[config.mk]
export PLATFORM = sky130hd
export DESIGN_NAME = mult_seq_responder
export DESIGN_NICKNAME = d
export VERILOG_FILES = /design/src/rtl/mult_seq_responder.sv
export SDC_FILE = /design/constraint.sdc
export NUM_CORES = 1
export LEC_CHECK = 0
export BUFFER_PORTS_ARGS = -buffer_cell sky130_fd_sc_hd__buf_4
export CORE_ASPECT_RATIO = 2
export CORE_MARGIN = 3
export CORE_UTILIZATION = 55
export CTS_BUF_LIST = sky130_fd_sc_hd__clkbuf_4 sky130_fd_sc_hd__clkbuf_8
export CTS_CLUSTER_DIAMETER = 60
export CTS_CLUSTER_SIZE = 16
export DETAILED_ROUTE_END_ITERATION = 7
export HOLD_SLACK_MARGIN = 0.05
export PLACE_DENSITY = 0.76
export SYNTH_ARGS = -nofsm -noshare
export SYNTH_HDL_FRONTEND = slang
export SYNTH_SLANG_ARGS = --single-unit
[constraint.sdc]
create_clock -name clk -period 13.3 [get_ports clk]
set_clock_uncertainty 0.2 [all_clocks]
set_input_delay 1.33 -clock clk [delete_from_list [all_inputs] [get_ports clk]]
set_output_delay 1.33 -clock clk [all_outputs]
set_load 0.05 [all_outputs]
[src/rtl/mult_seq_responder.sv]
// Responder end of the multiplier req/ack/result_rdy protocol.
// Latches two signed 16-bit operands, optionally checks their even parity, and
// produces the signed 32-bit product with an iterative shift-add datapath that
// consumes BITS_PER_CYCLE multiplier bits per step.
// Optional feature macro: MULT_PARITY_CHECK_EN (operand parity check / ERR path).
module mult_seq_responder #(
    parameter int unsigned BITS_PER_CYCLE = 1
) (
    input  logic        clk,
    input  logic        rst_n,
    input  logic [15:0] arg_a,
    input  logic        arg_a_parity,
    input  logic [15:0] arg_b,
    input  logic        arg_b_parity,
    input  logic        req,
    output logic        ack,
    output logic [31:0] result,
    output logic        result_parity,
    output logic        arg_parity_error,
    output logic        result_rdy
);

    localparam int unsigned N = 16 / BITS_PER_CYCLE;

    generate
        if (BITS_PER_CYCLE != 1 && BITS_PER_CYCLE != 2 && BITS_PER_CYCLE != 4 &&
            BITS_PER_CYCLE != 8 && BITS_PER_CYCLE != 16) begin : g_bad_param
            $fatal(1, "mult_seq_responder: BITS_PER_CYCLE must be 1, 2, 4, 8 or 16");
        end
    endgenerate

    typedef enum logic [1:0] {StIdle, StCalc, StErr, StDone} state_e;

    state_e      state_q, state_d;
    logic [4:0]  cnt_q, cnt_d;
    logic [31:0] mcand_q, mcand_d;
    logic [15:0] mplier_q, mplier_d;
    logic [31:0] acc_q, acc_d;
    logic        neg_q, neg_d;
    logic        ack_q, ack_d;
    logic        rdy_q, rdy_d;
    logic [31:0] result_q, result_d;
    logic        res_par_q, res_par_d;

    // Magnitudes of the signed operands; 0x8000 maps to 32768 as an unsigned value.
    logic [15:0] a_mag, b_mag;
    logic [BITS_PER_CYCLE-1:0] digit;
    logic [31:0] partial, acc_step, prod;

    assign a_mag    = arg_a[15] ? 16'(-arg_a) : arg_a;
    assign b_mag    = arg_b[15] ? 16'(-arg_b) : arg_b;
    assign digit    = mplier_q[BITS_PER_CYCLE-1:0];
    assign partial  = mcand_q * 32'(digit);
    assign acc_step = acc_q + partial;
    assign prod     = neg_q ? -acc_step : acc_step;

`ifdef MULT_PARITY_CHECK_EN
    logic perr_q, perr_d;
    logic par_ok;
    assign par_ok = ((^arg_a) == arg_a_parity) && ((^arg_b) == arg_b_parity);
`else
    logic unused_parity;
    assign unused_parity = arg_a_parity ^ arg_b_parity;
`endif

    // Next-state and registered-output computation for the whole responder.
    always_comb begin
        state_d   = state_q;
        cnt_d     = cnt_q;
        mcand_d   = mcand_q;
        mplier_d  = mplier_q;
        acc_d     = acc_q;
        neg_d     = neg_q;
        ack_d     = 1'b0;
        rdy_d     = 1'b0;
        result_d  = result_q;
        res_par_d = res_par_q;
`ifdef MULT_PARITY_CHECK_EN
        perr_d    = perr_q;
`endif
        unique case (state_q)
            StIdle: begin
                if (req) begin
                    ack_d    = 1'b1;
                    mcand_d  = {16'b0, a_mag};
                    mplier_d = b_mag;
                    acc_d    = 32'b0;
                    cnt_d    = 5'd0;
                    neg_d    = arg_a[15] ^ arg_b[15];
`ifdef MULT_PARITY_CHECK_EN
                    state_d  = par_ok ? StCalc : StErr;
`else
                    state_d  = StCalc;
`endif
                end
            end
            StCalc: begin
                acc_d    = acc_step;
                mcand_d  = mcand_q << BITS_PER_CYCLE;
                mplier_d = mplier_q >> BITS_PER_CYCLE;
                cnt_d    = cnt_q + 5'd1;
                if (cnt_q == 5'(N - 1)) begin
                    result_d  = prod;
                    res_par_d = ^prod;
                    rdy_d     = 1'b1;
                    state_d   = StDone;
`ifdef MULT_PARITY_CHECK_EN
                    perr_d    = 1'b0;
`endif
                end
            end
`ifdef MULT_PARITY_CHECK_EN
            StErr: begin
                result_d  = 32'b0;
                res_par_d = 1'b0;
                perr_d    = 1'b1;
                rdy_d     = 1'b1;
                state_d   = StDone;
            end
`endif
            StDone: begin
                state_d = StIdle;
            end
            default: begin
                state_d = StIdle;
            end
        endcase
    end

    // State and output registers with asynchronous active-low clear.
    always_ff @(posedge clk or negedge rst_n) begin
        if (!rst_n) begin
            state_q   <= StIdle;
            cnt_q     <= 5'd0;
            mcand_q   <= 32'b0;
            mplier_q  <= 16'b0;
            acc_q     <= 32'b0;
            neg_q     <= 1'b0;
            ack_q     <= 1'b0;
            rdy_q     <= 1'b0;
            result_q  <= 32'b0;
            res_par_q <= 1'b0;
`ifdef MULT_PARITY_CHECK_EN
            perr_q    <= 1'b0;
`endif
        end else begin
            state_q   <= state_d;
            cnt_q     <= cnt_d;
            mcand_q   <= mcand_d;
            mplier_q  <= mplier_d;
            acc_q     <= acc_d;
            neg_q     <= neg_d;
            ack_q     <= ack_d;
            rdy_q     <= rdy_d;
            result_q  <= result_d;
            res_par_q <= res_par_d;
`ifdef MULT_PARITY_CHECK_EN
            perr_q    <= perr_d;
`endif
        end
    end

    assign ack           = ack_q;
    assign result_rdy    = rdy_q;
    assign result        = result_q;
    assign result_parity = res_par_q;
`ifdef MULT_PARITY_CHECK_EN
    assign arg_parity_error = perr_q;
`else
    assign arg_parity_error = 1'b0;
`endif

endmodule

==> metrics.md <==
| Metric | Value |
|---|---|
| Clock-pin slew on the worst setup and hold paths | 0.09 ns |
| Final WL | 20.0 mm |
| CTS tree | yes |
| Synth Register Bits | 123 |
| Setup bufs post-CTS | 0 |
| Area grow syn2layout | 10.3% |
| First drt pass iteration count | 5 |
| Die ar. | 0.0174 sq mm |
| Die Ht | 184 um |
| Max clock buf depth | 2 |
| Crit path DAT | 6.25 ns |
| Main synth FF type | dfrtp_1 |
| Grt ovf | 0 |
| Via/cell ratio | 6.04 |
| Cell taking the most area after synthesis | dfrtp_1 |
| Top Ports | 73 |
| Commonest cells post-synth | 123 x dfrtp_1, 98 x nand2_1, 93 x o21ai_0 |
| GRT Util Overall | 24.5% |
| DR DRC count | 0 |
| Worst slew pin tran | 1.14 ns |
| Relative slew slack | 23.9% |
| Area fraction in and, or, nand and nor cells after synthesis | 16.2% |
| CTS Root Cell | clkbuf_8 |
| Final ANT Viol Nets | 0 |
| Rows | 64 |
| Startpoint types | flop |
| CP Capture Type | flop |
| DR vias | 7,230 |
| RSZ-0062 raised after global routing | false |
| Yosys top cell area share | 35.5% |
| Sinks on Clock Net | 123 |
| Post-synth EDFFs | 0 |
| Post-cts sizing count | 0 |
| Dpl hpwl | 14.8 mm |
| Worst skew pair latency | 0.47 ns |
| Layout Nets | 1,061 |
| Layout cells sized above 1 | 14.0% |
| Post-synthesis sequential area ratio | 35.5% |
| Core Util, Final | 62.2% |
| Final Hold Viols | 0 |
| H-tree lvl count | 4 |
| Final slew viol count | 0 |
| ANT cells | 0 |
| Largest family of logic cells by synthesized area | compound AO/OA/AOI/OAI gates |
| First-pass GRT wire length | 34.0 mm |
| Compound-Gate Fraction of Synth Area | 24.7% |
| Status | completed |
| Post-Syn Nets | 1,028 |
| Routed length per instance | 16.7 um |
| DIE WIDTH | 94.8 um |
| Crit path kind | flop to flop |
| Area of the mapped netlist | 0.00866 sq mm |
| Asr flop ratio synth | 100% |
| Synth Area per Inst | 9.08 sq um |
| Max-cap viol count | 0 |
| Count leader, synth | dfrtp_1 |
| Synth Area in XOR/XNOR | 12.1% |
| Placeable Area | 0.0154 sq mm |
| Final Cycle Share | 46.0% |
| Largest net degree at the start of global routing | 73 |
| Vias in the first global route | 7,072 |
| Post-synthesis mux area share | 1.21% |
| Main area contributors after synthesis | dfrtp_1 36%, xnor2_1 6.7%, o21ai_0 5.4% |
| Antenna violations before repair | 0 |
| Setup TNS | 0 ns |
| Worst-path maximum fanout | 34 |
| Distinct cells, synth | 91 |
| Final worst path period need | 6.11 ns |
| Final setup vio count | 0 |
| Hold buffers post-CTS | 0 |
| CP Data Required Time | 13.44 ns |
| RD Place Congestion | 0.956 |
| I/O Buffers | 69 |
| Synth Area in Adders | 5.43% |
| Worst hold path type | flop to flop |
| Initial Util | 56.4% |
| Synth warnings | 0 |
| 1st-iter DRT viols | 447 |
| Max Clock Freq | 164 MHz |
| Gate Count Post-Synth | 954 |
| Total CTS buffers | 17 |
final timing paths:
| check | from | to | slack (ns) | cells past startpoint |
|---|---|---|---|---|
| max in group asynchronous | rst_n | mcand_q[2]$_DFFE_PN0P_ | 10.89 | 2 |
| min | result[2]$_DFFE_PN0P_ | result[2]$_DFFE_PN0P_ | 0.28 | 2 |
| max | mplier_q[0]$_DFFE_PN0P_ | result_parity$_DFFE_PN0P_ | 7.19 | 16 |
| min in group asynchronous | rst_n | acc_q[31]$_DFFE_PN0P_ | 0.68 | 1 |
| max reg2reg | mplier_q[0]$_DFFE_PN0P_ | result_parity$_DFFE_PN0P_ | 7.19 | 16 |
| min reg2reg | result[2]$_DFFE_PN0P_ | result[2]$_DFFE_PN0P_ | 0.28 | 2 |
flip-flops by register name, indices dropped and copies added, names as in the netlist:
register       flops
acc_q             32
mcand_q           32
result            32
mplier_q          16
cnt_q              5
state_q            2
ack                1
neg_q              1
result_parity      1
result_rdy         1
final cells by class:
| cell class | count | area, sq um |
|---|---|---|
| inverter | 23 | 86.3 |
| timing repair buffer | 76 | 571 |
| clock buffer | 17 | 234 |
| clock inverter | 15 | 151 |
| multi-input combinational | 746 | 5190 |
| fill | 1423 | 5820 |
| sequential | 123 | 3080 |
| tap | 198 | 248 |
cell usage in the layout, fill, tap and decap left out, drive strengths merged, types with 5 or more instances in the layout:
cell type    n
a21o        13
a21oi       54
a22o        37
a22oi       17
a31oi        6
and2        36
and3         8
and4         6
buf         76
clkbuf      17
dfrtp      123
ha          36
inv         31
mux2i        6
nand2       98
nand2b       8
nand3       17
nand4        8
nor2        37
nor3        10
nor4         7
o211ai       7
o21ai      103
o22ai       31
o31ai       15
o41ai        6
or3          8
or4          5
xnor2       66
xnor3        5
xor2        39
through the flow:
stage	hold WS, ns	worst slack, ns	instance area [sq um]	cells
floorplan	0.249	8.37	8660	954
global placement	0.263	7.41	9170	1166
detailed placement	0.272	7.34	9170	1166
CTS	0.290	7.24	9560	1198
global route	0.309	6.77	9560	1198
finish	0.282	7.19	9560	1198
critical path: stages, from the launching register on:
cell and delay [ns]:
dfrtp_1 0.71, and2_1 0.30, ha_1 0.20, fa_1 0.44
a211oi_2 0.31, o21a_1 0.27, a21oi_1 0.13, xnor2_1 0.54
o2111ai_2 0.39, nor4_2 0.62, nand3_1 0.35, nor4_1 0.41
mux2i_1 0.28, xnor2_1 0.15, xnor3_1 0.23, xnor3_1 0.38
o21ai_1 0.06
kinds of logic (layout without fill, tap and decap cells):
family,Yosys count,count (layout)
adders and majority gates,37,37
other,1,1
buffers and inverters,85,131
muxes,10,10
and+or+nand+nor,264,264
xor gates and xnor gates,110,110
DFF,123,123
AOI/OAI and AO/OA,324,324
routing by layer:
layer	track usage, %	vias up	part of all wire (%)
met5	0	-	0
met2	44.1	161	54
li1	-	3563	-
met1	28.6	3469	40
met4	10.8	0	2.6
met3	3.03	37	3.2
Power is left out: the tool's default activity adds up to more than one toggle a clock period on the data nets, which glitch-free logic cannot reach.
